`config.mk`:
```
export PLATFORM = sky130hd
export DESIGN_NAME = sdram_rd_port
export DESIGN_NICKNAME = d
export VERILOG_FILES = /design/src/rtl/sdram_rd_port.sv
export SDC_FILE = /design/constraint.sdc
export NUM_CORES = 1
export LEC_CHECK = 0
export BUFFER_PORTS_ARGS = -buffer_cell sky130_fd_sc_hd__buf_2
export CAP_MARGIN = 20
export CORE_MARGIN = 5
export CORE_UTILIZATION = 55
export DETAILED_ROUTE_END_ITERATION = 10
export GPL_ROUTABILITY_DRIVEN = 0
export MAX_ROUTING_LAYER = met4
export PLACE_DENSITY = 0.86
export SLEW_MARGIN = 25
export SYNTH_ARGS = -nofsm -noshare
export SYNTH_HDL_FRONTEND = slang
export SYNTH_SLANG_ARGS = --single-unit
```
`constraint.sdc`:
```
create_clock -name clk -period 7.6 [get_ports clk]
set_clock_uncertainty 0.1 [all_clocks]
set_input_delay 1.52 -clock clk [delete_from_list [all_inputs] [get_ports clk]]
set_output_delay 1.52 -clock clk [all_outputs]
set_load 0.005 [all_outputs]
```
`src/rtl/sdram_rd_port.sv`:
```
// SDRAM-side responder for 32-bit ROM read ports: two 16-bit beats per word,
// one queued request, optional last-word cache and a per-beat watchdog.
module sdram_rd_port #(
   parameter int CACHE_EN = 1,
   parameter int TIMEOUT  = 64
) (
   input  logic        clk,
   input  logic        reset,
   input  logic [24:1] sdr_addr,
   input  logic        sdr_req,
   output logic [31:0] sdr_data,
   output logic        sdr_rdy,
   output logic [24:1] mem_addr,
   output logic        mem_rd,
   input  logic        mem_ack,
   input  logic [15:0] mem_dout,
   input  logic        inval,
   output logic        err,
   output logic        overflow
);

   localparam int CW = $clog2(TIMEOUT + 1);

   typedef enum logic [1:0] {IDLE, RD_LO, RD_HI} state_t;

   state_t        state_q;
   logic [31:0]   sdr_data_q;
   logic          sdr_rdy_q;
   logic [24:1]   mem_addr_q;
   logic          mem_rd_q;
   logic          err_q;
   logic          overflow_q;
   logic          pend_vld_q;
   logic [24:2]   pend_tag_q;
   logic          cache_vld_q;
   logic [24:2]   cache_tag_q;
   logic [31:0]   cache_data_q;
   logic [15:0]   lo_q;
   logic [CW-1:0] cnt_q;

   logic          src_vld;
   logic [24:2]   src_tag;
   logic          cache_hit;

   // Bit 1 only selects a halfword inside the word; requests are word aligned.
   logic unused_addr_bit;
   assign unused_addr_bit = sdr_addr[1];

   // The pending entry is always older than a fresh pulse, so it is served first.
   always_comb begin
      src_vld   = pend_vld_q | sdr_req;
      src_tag   = pend_vld_q ? pend_tag_q : sdr_addr[24:2];
      cache_hit = (CACHE_EN != 0) && cache_vld_q && (cache_tag_q == src_tag) && !inval;
   end

   always_ff @(posedge clk or posedge reset) begin
      if (reset) begin
         state_q      <= IDLE;
         sdr_data_q   <= '0;
         sdr_rdy_q    <= 1'b0;
         mem_addr_q   <= '0;
         mem_rd_q     <= 1'b0;
         err_q        <= 1'b0;
         overflow_q   <= 1'b0;
         pend_vld_q   <= 1'b0;
         pend_tag_q   <= '0;
         cache_vld_q  <= 1'b0;
         cache_tag_q  <= '0;
         cache_data_q <= '0;
         lo_q         <= '0;
         cnt_q        <= '0;
      end else begin
         sdr_rdy_q <= 1'b0;
         err_q     <= 1'b0;
         if (inval)
            cache_vld_q <= 1'b0;

         case (state_q)
            IDLE: begin
               if (src_vld) begin
                  pend_vld_q <= pend_vld_q & sdr_req;
                  if (pend_vld_q && sdr_req)
                     pend_tag_q <= sdr_addr[24:2];
                  if (cache_hit) begin
                     sdr_rdy_q  <= 1'b1;
                     sdr_data_q <= cache_data_q;
                  end else begin
                     mem_rd_q   <= 1'b1;
                     mem_addr_q <= {src_tag, 1'b0};
                     cnt_q      <= '0;
                     state_q    <= RD_LO;
                  end
               end
            end

            RD_LO, RD_HI: begin
               if (sdr_req) begin
                  if (!pend_vld_q) begin
                     pend_vld_q <= 1'b1;
                     pend_tag_q <= sdr_addr[24:2];
                  end else begin
                     overflow_q <= 1'b1;
                  end
               end

               // An ack on the expiry cycle still wins over the watchdog.
               if (mem_ack) begin
                  cnt_q <= '0;
                  if (state_q == RD_LO) begin
                     lo_q          <= mem_dout;
                     mem_addr_q[1] <= 1'b1;
                     state_q       <= RD_HI;
                  end else begin
                     sdr_data_q <= {mem_dout, lo_q};
                     sdr_rdy_q  <= 1'b1;
                     mem_rd_q   <= 1'b0;
                     state_q    <= IDLE;
                     if (!inval) begin
                        cache_vld_q  <= (CACHE_EN != 0);
                        cache_tag_q  <= mem_addr_q[24:2];
                        cache_data_q <= {mem_dout, lo_q};
                     end
                  end
               end else if (cnt_q == CW'(TIMEOUT)) begin
                  sdr_data_q <= 32'hFFFF_FFFF;
                  sdr_rdy_q  <= 1'b1;
                  err_q      <= 1'b1;
                  mem_rd_q   <= 1'b0;
                  state_q    <= IDLE;
               end else begin
                  cnt_q <= cnt_q + CW'(1);
               end
            end

            default: state_q <= IDLE;
         endcase
      end
   end

   assign sdr_data = sdr_data_q;
   assign sdr_rdy  = sdr_rdy_q;
   assign mem_addr = mem_addr_q;
   assign mem_rd   = mem_rd_q;
   assign err      = err_q;
   assign overflow = overflow_q;

endmodule

```
==> out/summary.txt, run 1 <==
CTS H-Tree Depth: 4
via count: 5621
Slew Limit Fails: 0
gr usage total: 0.225
PostCTS Resize Cnt: 0
CTS tree: done
DRT iter0 DRCs: 383
worst-path maximum fanout: 39
clock power share: 0.194
CP cell instances: buf_2 -> nand2_1 -> nand2b_4 -> or4_1 -> o311ai_0 -> a211o_1
number of post-CTS setup repair buffers: 0
max-cap violations: 0
critical path's slowest cell: nand2_1
antenna violations before repair: 3
WP buf/inv: 1
Inst Count DP: 926
iteration count of the initial detailed-routing pass: 6
P_sw: 1.74 mW
final count of hold timing violations: 0
library cells used by synthesis: 51
Slew @ Worst Pin: 1.04 ns
routing usage on met3: 0.0573
post-synth top area share: 0.513
Placed Area: 8620 sq um
Layout Utilization: 0.641
multiplexer share of the synthesized area: 0.160
synthesis-to-finish area growth: 14.9%
Fmax: 243 MHz
Syn Inst Count: 678
# hold bufs at CTS: 0
CTS sink count: 165
Commonest cells post-synth: dfrtp_1 (165), mux2_2 (71), nand2_1 (70), o21ai_0 (61), mux2i_1 (43)
Post-DRT Antenna Nets: 0
asr flop ratio synth: 1.00
final instance area: 9250 sq um
synth warn: 0
detailed placement HPWL: 10.9 mm
layout cells sized above 1: 0.340
fin crit share: 0.542
# rows: 44
Starting Density: 0.558
final std cells w/o fill: 961
# port buffers: 103
die area: 17200 sq um
main combinational cell family by area after synthesis: multiplexers
largest net degree at the start of global routing: 97
Synth Area in Compound Gates: 0.139
nature of the critical path endpoint: register
final worst setup slack: 3.48 ns
GRT busiest layer: met2
M2 GR Usage: 0.352
Longest Clk Path Bufs: 2
Comb power frac: 0.460
register area: 4130 sq um
VDD IR max: 277 uV
first-pass GRT wire length: 29.0 mm
I/O Pins: 105
post-route minimum period: 4.12 ns
register share of total power: 0.346
status: completed
Layout Nets: 813
Post-synth EDFFs: 0
post-synthesis register bit count: 165
crit start category: input pin
Hold Crit Class: register to register
CORE AREA: 14400 sq um
sequential area share after synthesis: 0.513
total CTS buffers: 17
Rel. slew slack: 0.299
worst skew pair latency: 0.43 ns
WP data required: 7.81 ns
leakage power: 4.15 nW
CTS clk-pin slew, worst paths: 0.06 ns
Vias/cell: 5.85
post-synthesis net count: 729
drt total wl: 17.6 mm
Post-Place Setup Slack: 3.08 ns
largest cells by area after synthesis: dfrtp_1 (51%), mux2_2 (9.9%), o32ai_2 (6.1%), mux2i_1 (5.3%), o21ai_0 (3.8%)
post-synthesis adder-cell area fraction: 0.00933
Setup TNS: 0 ns
M1 GR Usage: 0.288
largest stage delay on the critical path: 0.80 ns
Worst EP arrival: 4.33 ns
area of the multi-input gates: 3550 sq um
CP Class: input pin to register
chip width: 131 um
Post-Synth Simple-Gate Area: 0.105
Fill cells: 1097
Avg WL per Cell: 18.4 um
sw frac: 0.388
Largest delay share family, worst path: simple AND/OR/NAND/NOR gates
Final Setup Violations: 0
Synth area leader: dfrtp_1
Avg Synthesized Cell Area: 11.9 sq um
XOR/XNOR Fraction of Synth Area: 0.0261
setup slack, reg-to-reg: 4.35 ns
Synth Flop Type: dfrtp_1
Clock Tree Root: clkbuf_16
DR DRC count: 0
top-count cell post-synth: dfrtp_1
mapped cell area: 8050 sq um
Internal: 2.74 mW
number of global-route vias before repair: 5606
RSZ-0062 raised after global routing: false
Vert. Die Dim: 131 um
GRT overflow: 0
Power Density: 484 nW/um^2
[power groups by stage]
stage	Combinational, mW	Sequential (mW)	Clock [mW]
floorplan	1.59	1.51	0
global placement	1.97	1.53	0
detailed placement	2.04	1.55	0
CTS	2.07	1.55	0.886
global route	2.28	1.60	0.922
finish	2.06	1.55	0.869
[worst register-to-register path, stage by stage, from the launching register on]
cell and delay [ns]:
dfrtp_1 0.32, buf_4 0.46, mux2i_1 0.35, xnor2_1 0.11
nor4_2 0.44, nand4_2 0.45, nor4_4 0.38, buf_4 0.37
o32ai_2 0.14
[metal layers]
metal,up-vias,share of wire,wire length (um)
met3,26,0.070,1230
li1,2586,-,-
met2,209,0.49,8650
met5,-,0,0
met1,2800,0.42,7400
met4,0,0.020,357
[layout make-up]
class                      instances  area share
timing repair buffer             113      0.0660
sequential                       165       0.447
clock inverter                    11      0.0147
clock buffer                      20      0.0494
antenna                            3    0.000812
tap                              184      0.0249
inverter                          33      0.0139
multi-input combinational        432       0.384
[cell usage in the layout, fill, tap and decap left out, drive strengths merged, types with 20 or more instances in the layout]
| cell type | Yosys | routed |
|---|---|---|
| xnor2 | 22 | 22 |
| dfrtp | 165 | 165 |
| nand3b | 32 | 32 |
| o21ai | 61 | 61 |
| clkbuf | 30 | 20 |
| inv | 33 | 39 |
| buf | 18 | 113 |
| mux2 | 71 | 71 |
| o32ai | 33 | 33 |
| nand2 | 70 | 70 |
| mux2i | 47 | 47 |
[cell families (layout without fill, tap and decap cells)]
logic type	after synthesis	in the layout
flops	165	165
simple gates	152	152
compound gates	132	132
mux	118	118
buf+inv	81	177
xor+xnor	24	24
fa+ha+maj	6	6
other cells	0	3
[sequential cells by signal (all words and copies together), names as in the netlist, 2 cells and up]
| name | flops |
|---|---|
| cache_data_q | 32 |
| sdr_data | 32 |
| mem_addr | 24 |
| cache_tag_q | 23 |
| pend_tag_q | 23 |
| lo_q | 16 |
| cnt_q | 7 |
| state_q | 2 |
[path summary, 6_finish.rpt]
check	start	end	cells past startpoint
max	mem_ack	mem_rd$_DFFE_PP0P_	6
max in group asynchronous	reset	overflow$_DFFE_PP0P_	3
min	overflow$_DFFE_PP0P_	overflow$_DFFE_PP0P_	1
min reg2reg	overflow$_DFFE_PP0P_	overflow$_DFFE_PP0P_	1
min in group asynchronous	reset	sdr_data[29]$_DFFE_PP0P_	2
max reg2reg	pend_vld_q$_DFFE_PP0P_	sdr_data[6]$_DFFE_PP0P_	8
[through the flow]
step | power, mW | hold slack, ns
6_report | 4.48 | 0.383
4_1_cts | 4.50 | 0.397
3_3_place_gp | 3.50 | 0.377
5_1_grt | 4.80 | 0.397
2_1_floorplan | 3.10 | 0.364
3_5_place_dp | 3.59 | 0.384
(Power assumes the default switching activity.)
==> run 2: changes to the inputs <==
clock period = 4.31 ns   (was 7.6 ns; I/O delays follow)
==> run 2 against run 1 <==
Effect of this change: sequential share of layout area is 0.41 points lower; first-iteration DRC count is 20% lower; register-to-register slack worse by 3.5 ns; count of clock-buffer cells in the layout is 3 higher; via count is 0.20% higher; critical path type is now register to register; largest cell class unchanged; largest power group unchanged.
==> out/summary.txt, run 2 (synthesized netlist as in run 1, its figures left out) <==
detailed placement HPWL: 11.5 mm (+5.7%)
RSZ-0062 raised after global routing: false
gr usage total: 0.224 (about the same)
I/O Pins: 105 (unchanged)
setup slack, reg-to-reg: 0.81 ns (-3.54 ns)
CP Class: register to register
crit start category: register
status: completed
Starting Density: 0.558 (unchanged)
Power Density: 852 nW/um^2 (+76%)
DRT iter0 DRCs: 308 (-20%)
total CTS buffers: 17 (unchanged)
P_sw: 3.07 mW (+77%)
CORE AREA: 14400 sq um (unchanged)
post-route minimum period: 3.50 ns
# rows: 44 (unchanged)
Post-Place Setup Slack: 0.925 ns (-2.16 ns)
sw frac: 0.386 (-0.00201)
Final Setup Violations: 0 (unchanged)
Hold Crit Class: input pin to asynchronous set/reset pin
leakage power: 4.19 nW (+0.94%)
number of global-route vias before repair: 5729 (+2.2%)
largest stage delay on the critical path: 0.71 ns (-0.09 ns)
Vias/cell: 5.82 (-0.53%)
GRT overflow: 0 (unchanged)
first-pass GRT wire length: 29.2 mm (+0.69%)
final std cells w/o fill: 968 (+0.73%)
Layout Utilization: 0.647 (+0.00590)
max-cap violations: 0 (unchanged)
Layout Nets: 820 (+0.86%)
commonest non-fill, non-tap cell in the layout: dfrtp_1
reg2reg start: pend_vld_q$_DFFE_PP0P_
Worst R2R Path Depth: 8 (unchanged)
Worst EP arrival: 3.67 ns (-0.66 ns)
Fill cells: 1070 (-2.5%)
Clock Tree Root: clkbuf_16
Inst Count DP: 933 (+0.76%)
worst skew pair latency: 0.42 ns (about the same)
register share of total power: 0.348 (+0.002)
FF-to-FF End: sdr_data[29]$_DFFE_PP0P_
Longest Clk Path Bufs: 2 (unchanged)
Setup TNS: 0 ns (unchanged)
clock power share: 0.192 (-0.002)
iteration count of the initial detailed-routing pass: 5 (-1)
CTS H-Tree Depth: 4 (unchanged)
Slew @ Worst Pin: 0.982 ns (-0.0589 ns)
final count of hold timing violations: 0 (unchanged)
drt total wl: 17.9 mm (+1.4%)
antenna violations before repair: 2 (-1)
synthesis-to-finish area growth: 16.0%
WP data required: 4.48 ns (-3.33 ns)
commonest cells after routing, fill and taps aside: dfrtp_1 (165), buf_2 (103), mux2_2 (71), nand2_1 (70), o21ai_0 (61)
Post-DRT Antenna Nets: 0 (unchanged)
CTS clk-pin slew, worst paths: 0.06 ns (about the same)
most used cell, CP: nor4_4
Internal: 4.88 mW (+78%)
Avg WL per Cell: 18.5 um (+0.66%)
# hold bufs at CTS: 0 (unchanged)
DR DRC count: 0 (unchanged)
Placed Area: 8710 sq um (+1.1%)
via count: 5632 (+0.20%)
die area: 17200 sq um (unchanged)
Fmax: 286 MHz
Comb power frac: 0.460 (about the same)
critical path's slowest cell: dfrtp_1
final worst setup slack: 0.810 ns (-2.67 ns)
Rel. slew slack: 0.338 (+0.0397)
fin crit share: 0.812
nature of the critical path endpoint: register
CTS tree: done
CTS sink count: 165 (unchanged)
worst-path maximum fanout: 32 (-18%)
final instance area: 9330 sq um (+0.92%)
Vert. Die Dim: 131 um (unchanged)
# port buffers: 103 (unchanged)
number of post-CTS setup repair buffers: 0 (unchanged)
largest net degree at the start of global routing: 79 (-19%)
Slew Limit Fails: 0 (unchanged)
layout cells sized above 1: 0.344 (+0.00420)
PostCTS Resize Cnt: 0 (unchanged)
CP cell instances: buf_12 -> mux2i_1 -> xnor2_1 -> nor4_4 -> nand4_2 -> nor4_4 -> buf_4 -> o32ai_2
VDD IR max: 490 uV (+77%)
chip width: 131 um (unchanged)
-- run 2: cell count changes in the layout (fill, tap and decap cells not counted), sizes merged --
cell,previous run,this run
buf,113,120
clkbuf,20,23
clkinv,1,3
clkinvlp,2,3
diode,3,2
inv,39,34
-- run 2: metal layers --
| layer | wire [um] | GRT usage |
|---|---|---|
| met4 | 310 | 0.0750 |
| met1 | 7770 | 0.282 |
| met3 | 1020 | 0.0553 |
| met2 | 8780 | 0.358 |
| met5 | 0 | - |
-- run 2: layout make-up --
cell class / instances / area, sq um / area share
flip-flops and latches: 165 / 4130 / 0.442
multi-input cells: 432 / 3540 / 0.380
repair buffers: 120 / 701 / 0.0751
clock buffers: 23 / 478 / 0.0512
well taps: 184 / 230 / 0.0247
inverters: 33 / 128 / 0.0137
clock inverters: 9 / 119 / 0.0127
diodes: 2 / 5.00 / 0.000536
-- run 2: worst max path at each step --
stage / start / end / slack [ns] / depth (start not counted)
floorplan: reset / cache_data_q[0]$_DFFE_PP0P_ / 1.25 / 1
global placement: sdr_addr[8] / sdr_data[29]$_DFFE_PP0P_ / 0.97 / 8
detailed placement: sdr_addr[8] / sdr_data[29]$_DFFE_PP0P_ / 0.93 / 8
CTS: pend_vld_q$_DFFE_PP0P_ / sdr_data[29]$_DFFE_PP0P_ / 0.88 / 8
global route: pend_vld_q$_DFFE_PP0P_ / sdr_data[29]$_DFFE_PP0P_ / 0.63 / 8
finish: pend_vld_q$_DFFE_PP0P_ / sdr_data[29]$_DFFE_PP0P_ / 0.81 / 8
-- run 2: per-stage QoR --
stage / hold WS [ns] / total power, mW
CTS: 0.371 / 7.99
detailed placement: 0.357 / 6.41
finish: 0.299 / 7.95
global route: 0.296 / 8.49
global placement: 0.346 / 6.22
floorplan: 0.364 / 5.47
-- run 2: power groups by stage --
stage          clock network, mW  logic, mW  registers, mW
2_1_floorplan                  0       2.80           2.67
3_3_place_gp                   0       3.50           2.72
3_5_place_dp                   0       3.65           2.77
4_1_cts                     1.55       3.68           2.76
5_1_grt                     1.62       4.02           2.86
6_report                    1.52       3.66           2.77
-- run 2: worst max-delay path: cells and delay by family (launching register included) --
family / cells / cell delay (ns)
multiplexers: 1 / 0.36
AND/OR/NAND/NOR: 3 / 1.03
flip-flops: 1 / 0.71
AO/OA/AOI/OAI: 1 / 0.15
XOR/XNOR: 1 / 0.18
buffers and inverters: 2 / 0.78
